<file path="config.mk">
export PLATFORM = sky130hd
export DESIGN_NAME = draw_sequencer_flat
export DESIGN_NICKNAME = d
export VERILOG_FILES = /design/src/rtl/draw_pkg.sv /design/src/rtl/draw_sequencer_if.sv /design/src/rtl/draw_sequencer_span_timer.sv /design/src/rtl/draw_sequencer.sv /design/src/flat_wrapper.sv
export SDC_FILE = /design/constraint.sdc
export NUM_CORES = 1
export LEC_CHECK = 0
export CORE_MARGIN = 5
export CORE_UTILIZATION = 40
export CTS_CLUSTER_DIAMETER = 150
export CTS_CLUSTER_SIZE = 28
export DETAILED_ROUTE_END_ITERATION = 16
export PLACE_DENSITY = 0.72
export SLEW_MARGIN = 20
export SYNTH_ARGS = -nofsm -noshare
export SYNTH_HDL_FRONTEND = slang
export SYNTH_SLANG_ARGS = --single-unit
</file>
<file path="constraint.sdc">
create_clock -name clk -period 1.9 [get_ports clk]
set_input_delay 0.475 -clock clk [delete_from_list [all_inputs] [get_ports clk]]
set_output_delay 0.475 -clock clk [all_outputs]
set_load 0.005 [all_outputs]
</file>
<file path="src/rtl/draw_pkg.sv">
// Shared types and constants for the draw sequencer: FSM states, item codes,
// default rectangle geometry and the span counter width.
package draw_pkg;

  typedef enum logic [2:0] {
    IDLE,
    ERASE_ARM,
    ERASE,
    DRAW_ARM,
    DRAW,
    FINISH
  } state_t;

  localparam logic ITEM_PRESS = 1'b1;
  localparam logic ITEM_GARB  = 1'b0;

  localparam int PRESS_W_DEF = 40;
  localparam int PRESS_H_DEF = 60;
  localparam int GARB_W_DEF  = 20;
  localparam int GARB_H_DEF  = 20;

  localparam int SPAN_W = 12;

  // Pixel count of one pass for the given item.
  function automatic logic [SPAN_W-1:0] span_len(input logic item,
                                                 input int pw, input int ph,
                                                 input int gw, input int gh);
    if (item == ITEM_PRESS) return SPAN_W'(pw * ph);
    else                    return SPAN_W'(gw * gh);
  endfunction

endpackage

</file>
<file path="src/rtl/draw_sequencer_if.sv">
// Command handshake from game logic: transfer on a clk edge where
// cmd_valid && cmd_ready; the master holds item/position stable until then.
interface draw_sequencer_if;
  logic       cmd_valid;
  logic       cmd_ready;
  logic       cmd_item;
  logic [2:0] cmd_position;

  modport master (output cmd_valid, output cmd_item, output cmd_position,
                  input  cmd_ready);
  modport slave  (input  cmd_valid, input  cmd_item, input  cmd_position,
                  output cmd_ready);
endinterface

</file>
<file path="src/rtl/draw_sequencer_span_timer.sv">
// Pass-length counter: clear to 0, count up while enabled, and stop at
// limit-1 where last is raised.
module span_timer
  import draw_pkg::*;
(
  input  logic              clk,
  input  logic              reset_n,
  input  logic              clear,
  input  logic              enable,
  input  logic [SPAN_W-1:0] limit,
  output logic              last
);

  logic [SPAN_W-1:0] count;

  assign last = (count == limit - SPAN_W'(1));

  always_ff @(posedge clk) begin
    if (!reset_n)              count <= '0;
    else if (clear)            count <= '0;
    else if (enable && !last)  count <= count + SPAN_W'(1);
  end

endmodule

</file>
<file path="src/rtl/draw_sequencer.sv">
// Turns "place item at position" commands into framed drawer passes:
// erase the item's previous rectangle if one exists, then draw the new one.
module draw_sequencer
  import draw_pkg::*;
#(
  parameter int PRESS_W = PRESS_W_DEF,
  parameter int PRESS_H = PRESS_H_DEF,
  parameter int GARB_W  = GARB_W_DEF,
  parameter int GARB_H  = GARB_H_DEF
)(
  input  logic              clk,
  input  logic              reset_n,
  draw_sequencer_if.slave   cmd,
  output logic              draw_item,
  output logic              draw_erase,
  output logic [2:0]        draw_position,
  output logic              draw_run,
  output logic              busy,
  output logic              done,
  output state_t            state
);

  state_t      next_state;
  logic        new_item;
  logic [2:0]  new_pos;
  logic [1:0]  prev_valid;
  logic [2:0]  prev_pos [2];
  logic        span_clear;
  logic        span_enable;
  logic        span_last;
  logic [SPAN_W-1:0] span_limit;

  assign span_limit = span_len(new_item, PRESS_W, PRESS_H, GARB_W, GARB_H);

  span_timer u_span (
    .clk     (clk),
    .reset_n (reset_n),
    .clear   (span_clear),
    .enable  (span_enable),
    .limit   (span_limit),
    .last    (span_last)
  );

  always_ff @(posedge clk) begin
    if (!reset_n) state <= IDLE;
    else          state <= next_state;
  end

  always_comb begin
    next_state    = state;
    span_clear    = 1'b0;
    span_enable   = 1'b0;
    draw_item     = 1'b0;
    draw_erase    = 1'b0;
    draw_position = 3'd0;
    draw_run      = 1'b0;
    done          = 1'b0;
    cmd.cmd_ready = (state == IDLE);
    busy          = (state != IDLE);
    case (state)
      IDLE: begin
        if (cmd.cmd_valid)
          next_state = prev_valid[cmd.cmd_item] ? ERASE_ARM : DRAW_ARM;
      end
      ERASE_ARM: begin
        draw_erase    = 1'b1;
        draw_item     = new_item;
        draw_position = prev_pos[new_item];
        span_clear    = 1'b1;
        next_state    = ERASE;
      end
      ERASE: begin
        draw_run      = 1'b1;
        draw_erase    = 1'b1;
        draw_item     = new_item;
        draw_position = prev_pos[new_item];
        span_enable   = 1'b1;
        if (span_last) next_state = DRAW_ARM;
      end
      DRAW_ARM: begin
        draw_item     = new_item;
        draw_position = new_pos;
        span_clear    = 1'b1;
        next_state    = DRAW;
      end
      DRAW: begin
        draw_run      = 1'b1;
        draw_item     = new_item;
        draw_position = new_pos;
        span_enable   = 1'b1;
        if (span_last) next_state = FINISH;
      end
      FINISH: begin
        done       = 1'b1;
        next_state = IDLE;
      end
      default: next_state = IDLE;
    endcase
  end

  // Command latch and per-item history; history only advances on completion.
  always_ff @(posedge clk) begin
    if (!reset_n) begin
      new_item    <= 1'b0;
      new_pos     <= 3'd0;
      prev_valid  <= 2'b00;
      prev_pos[0] <= 3'd0;
      prev_pos[1] <= 3'd0;
    end else begin
      if (state == IDLE && cmd.cmd_valid) begin
        new_item <= cmd.cmd_item;
        new_pos  <= cmd.cmd_position;
      end
      if (state == FINISH) begin
        prev_valid[new_item] <= 1'b1;
        prev_pos[new_item]   <= new_pos;
      end
    end
  end

endmodule
</file>
<file path="src/flat_wrapper.sv">
// flat-port wrapper written by rule: the top's interface ports become plain ports
module draw_sequencer_flat import draw_pkg::*;
#(
  parameter int PRESS_W = PRESS_W_DEF,
  parameter int PRESS_H = PRESS_H_DEF,
  parameter int GARB_W  = GARB_W_DEF,
  parameter int GARB_H  = GARB_H_DEF
)
  (clk, reset_n, draw_item, draw_erase, draw_position, draw_run, busy, done, state, cmd_cmd_valid, cmd_cmd_item, cmd_cmd_position, cmd_cmd_ready);
  draw_sequencer_if cmd_i ();
  input  logic clk;
  input  logic reset_n;
  output logic draw_item;
  output logic draw_erase;
  output logic [2:0] draw_position;
  output logic draw_run;
  output logic busy;
  output logic done;
  output state_t state;
  input wire logic [$bits(cmd_i.cmd_valid)-1:0] cmd_cmd_valid;
  input wire logic [$bits(cmd_i.cmd_item)-1:0] cmd_cmd_item;
  input wire logic [$bits(cmd_i.cmd_position)-1:0] cmd_cmd_position;
  output wire logic [$bits(cmd_i.cmd_ready)-1:0] cmd_cmd_ready;
  assign cmd_i.cmd_valid = cmd_cmd_valid;
  assign cmd_i.cmd_item = cmd_cmd_item;
  assign cmd_i.cmd_position = cmd_cmd_position;
  assign cmd_cmd_ready = cmd_i.cmd_ready;
  draw_sequencer #(.PRESS_W(PRESS_W), .PRESS_H(PRESS_H), .GARB_W(GARB_W), .GARB_H(GARB_H)) u_core (.clk(clk), .reset_n(reset_n), .cmd(cmd_i), .draw_item(draw_item), .draw_erase(draw_erase), .draw_position(draw_position), .draw_run(draw_run), .busy(busy), .done(done), .state(state));
endmodule
</file>
==> impl_metrics.py <==
metrics = {
    "synth": {
        "sequential_fraction_of_the_synthesis_area": 0.443,
        "netlist-cell-type-count": 38,
        "synth.top_cells.by_area": "dfxtp_1 31%, edfxtp_1 13%, mux2i_1 5.7%",
        "syn_area_per_cell_um2": 9.73,
        "synth_top_cells_by_count": "22 x dfxtp_1, 20 x nor2_1, 9 x o21ai_0",
        "synth_enable_flop_cells": 6,
        "netlist_area_um2": 1400,
        "ys.flop_type": "dfxtp_1",
        "yosys.cell_count.top_type": "dfxtp_1",
        "ys.warnings.count": 0,
        "synth_area_leader_cell": "dfxtp_1",
        "synth.ff_latch_count": 28,
        "synth-async-reset-ratio": 0,
        "postSynthCellCount": 144,
        "synth_top_area_frac": 0.314,
        "synth_nets": 152,
    },
    "final_layout": {
        "layout.filler_cells": 315,
        "multi_input_area_um2": 766,
        "num-nets-final": 191,
        "final_layout_size_suffix_gt1_frac": 0.302,
        "areaGrowthSynthToFinish_pct": 34.1,
        "antenna-diode-count": 0,
        "final_core_area_utilization": 0.559,
        "sequential_cell_area_um2": 632,
    },
    "worst_setup_path": {
        "end_kind": "output pin",
        "crit_path_max_incr_delay_ns": 0.41,
        "crit_path_frequent_cell": "buf_6",
        "worst-path-max-fanout": 6,
        "reg2reg_depth": 9,
        "regToRegStartpoint": "u_core.state[1]$_SDFFE_PN0P_",
        "rrSetupSlack_ns": 0.11,
        "worst_r2r_endpoint": "u_core.u_span.count[8]$_SDFFE_PP0P_",
        "slowest_stage": "dfxtp_4",
        "critical_path_launch_point_type": "flip-flop",
        "path_cells": "buf_6 -> xor2_1 -> nand2b_1 -> buf_6 -> o21ai_2 -> buf_2",
        "cp_data_arrival_time_ns": 1.47,
        "required_time_at_the_endpoint_of_the_critical_path_ns": 1.42,
        "path_buf_inv": 3,
        "cp_top_family": "flip-flops",
        "path_class": "reg2out",
    },
    "timing": {
        "max_freq_mhz": 514,
        "finalHoldViolations": 0,
        "layout_min_cycle_time_ns": 1.95,
        "post-route-period-util": 1.02,
        "setup_total_negative_slack_ns": -0.159,
        "timing.clock.skew_ns": 0.00835,
        "setup_viol": 5,
        "max_slew_violation_count": 0,
        "slew_headroom": 0.806,
        "layout_setup_ws_ns": -0.0458,
        "grt_setup_unrepaired": "true",
        "tightestPinTransition_ns": 0.288,
        "hold_ws_ns": 0.469,
    },
    "cts": {
        "tritoncts": "built",
        "htreeDepth": 1,
        "clock_path_buffers": 2,
        "cts.clk_slew.worst_paths_ns": 0.15,
        "clock-sinks": 28,
        "clk_root_buffer_cell": "clkbuf_4",
        "cts_inserted_buffers": 3,
        "clock_latency_ns": 0.33,
    },
    "routing": {
        "met1_length_um": 1400,
        "routed-wl-met3_um": 139,
        "wl_per_cell_um": 14.6,
        "routed.top_layer": "met4",
        "drt_pass_1_iters": 4,
        "drt.antenna.violating_nets": 0,
        "detail_route.drc_violations": 0,
        "dr.first_iter.drc_count": 72,
        "detail_route.wirelength_um": 3340,
        "routed-wl-met2_um": 1720,
        "detail_route.vias_per_cell": 5.26,
        "vias": 1199,
    },
    "floorplanning": {
        "coreArea_um2": 3360,
        "die_y_um": 69.2,
        "ioPinCount": 19,
        "floorplan_die_area_um2": 4790,
        "die_x_um": 69.2,
        "initial_utilization": 0.417,
        "rows": 21,
    },
    "placed_design": {
        "gp_congestion": 0.872,
        "placement.io_buffers": 18,
        "place_worst_setup_slack_ns": -0.133,
        "dp_hpwl_um": 2310,
    },
    "power_and_ir_drop": {
        "leakagePower_nw": 0.776,
        "report.power.total_w": 0.00220,
        "cellPowerDensity_nw_per_um2": 1170,
        "vdd_ir_drop_max_v": 0.000448,
    },
    "min_path": {
        "worstHoldEndpoint": "u_core.prev_valid[1]$_SDFFE_PN0N_",
        "worst_hold_path_type": "reg2reg",
        "timing.hold.worst.start": "u_core.prev_valid[1]$_SDFFE_PN0N_",
        "worstHoldPathCells": 1,
    },
    "global_routing": {
        "grt_pass1_wl_um": 5450,
        "grt_remaining_overflow": 0,
        "pin_count_of_the_biggest_net_entering_global_routing": 17,
        "grt_use_total": 0.138,
        "via_count_of_the_first_global_routing_pass": 1165,
        "grt_antenna_before_repair": 0,
    },
    "run": {
        "cap_violations": 0,
    },
    "run_status": {
        "run_status": "finished with violations",
        "failed_checks": "setup timing",
    },
}
layout by cell type, fill, tap and decap left out, types with 4 or more instances in the layout:
master | synthesis | routed
xor2_1 | 7 | 7
dfxtp_1 | 22 | 19
clkdlybuf4s50_1 | 0 | 8
mux2i_1 | 8 | 8
o21ai_2 | 1 | 4
buf_6 | 2 | 10
a21oi_1 | 6 | 4
o21ai_0 | 9 | 5
nor2_1 | 20 | 19
edfxtp_1 | 6 | 6
and2_1 | 8 | 8
nand3_1 | 6 | 6
and3_1 | 5 | 4
buf_4 | 2 | 15
nand2_1 | 5 | 5
flip-flops by register name, summed over array words and instances, names as in the netlist, named ones only:
name / cells
u_core.prev_valid: 2
u_core.u_span.count: 12
u_core.prev_pos: 6
u_core.new_item: 1
u_core.new_pos: 3
u_core.state: 3
logic make-up (layout without fill, tap and decap cells):
logic type	Yosys count	in the layout	synth area share
muxes	10	10	0.0750
buffers and inverters	11	49	0.0464
AOI/OAI and AO/OA	24	24	0.106
DFF	28	28	0.443
adders and majority gates	1	1	0.00893
xor gates and xnor gates	9	9	0.0696
and+or+nand+nor	61	61	0.251
metrics by stage:
step | cell area (um2) | std cells
finish | 1880 | 228
global route | 1880 | 228
global placement | 1700 | 216
CTS | 1820 | 228
floorplan | 1400 | 144
detailed placement | 1700 | 216
metal layers:
metal  GRT usage  vias to the layer above
met5           0                        -
met4      0.0564                        0
met3      0.0319                       10
met2       0.236                       32
met1       0.165                      576
li1            -                      581
worst max path at each step:
| stage | depth (start not counted) | slack (ns) | start | to |
|---|---|---|---|---|
| 4_1_cts | 3 | -0.09 | u_core.state[0]$_SDFFE_PN0P_ | draw_item |
| 5_1_grt | 6 | -0.15 | u_core.state[0]$_SDFFE_PN0P_ | draw_position[0] |
| 2_1_floorplan | 5 | 0.20 | u_core.state[0]$_SDFFE_PN0P_ | u_core.prev_pos[0][0]$_SDFFCE_PN0P_ |
| 3_5_place_dp | 5 | -0.13 | u_core.state[1]$_SDFFE_PN0P_ | draw_position[1] |
| 3_3_place_gp | 5 | -0.03 | u_core.state[1]$_SDFFE_PN0P_ | draw_position[1] |
| 6_report | 6 | -0.05 | u_core.state[0]$_SDFFE_PN0P_ | draw_position[2] |
report_power, final:
group / switching, W / internal (W) / total (W)
sequential: 0.0000855 / 0.000676 / 0.000761
clock: 0.000178 / 0.000213 / 0.000391
combinational: 0.000476 / 0.000570 / 0.00105
area by class of cell:
type,instances,share of cell area
Clock buffer,3,0.0120
Clock inverter,1,0.0160
Inverter,4,0.00799
Multi-Input combinational cell,105,0.407
Sequential cell,28,0.336
Tap cell,46,0.0306
Timing Repair Buffer,41,0.190
what timing repair did:
action	CTS	global route
setup endpoints to repair	11	16
hold buffers	0	0
hold endpoints to repair	0	0
setup buffers	8	1
gates resized for setup	43	20
pin swaps	6	3
worst register-to-register path, stage by stage, from the launching register on:
cell	delay, ns
dfxtp_4	0.40
buf_6	0.12
buf_6	0.12
xnor2_4	0.16
nor2_8	0.11
buf_6	0.12
o21ai_2	0.05
buf_6	0.15
or3_1	0.36
a21oi_2	0.14
(Power assumes the default switching activity.)
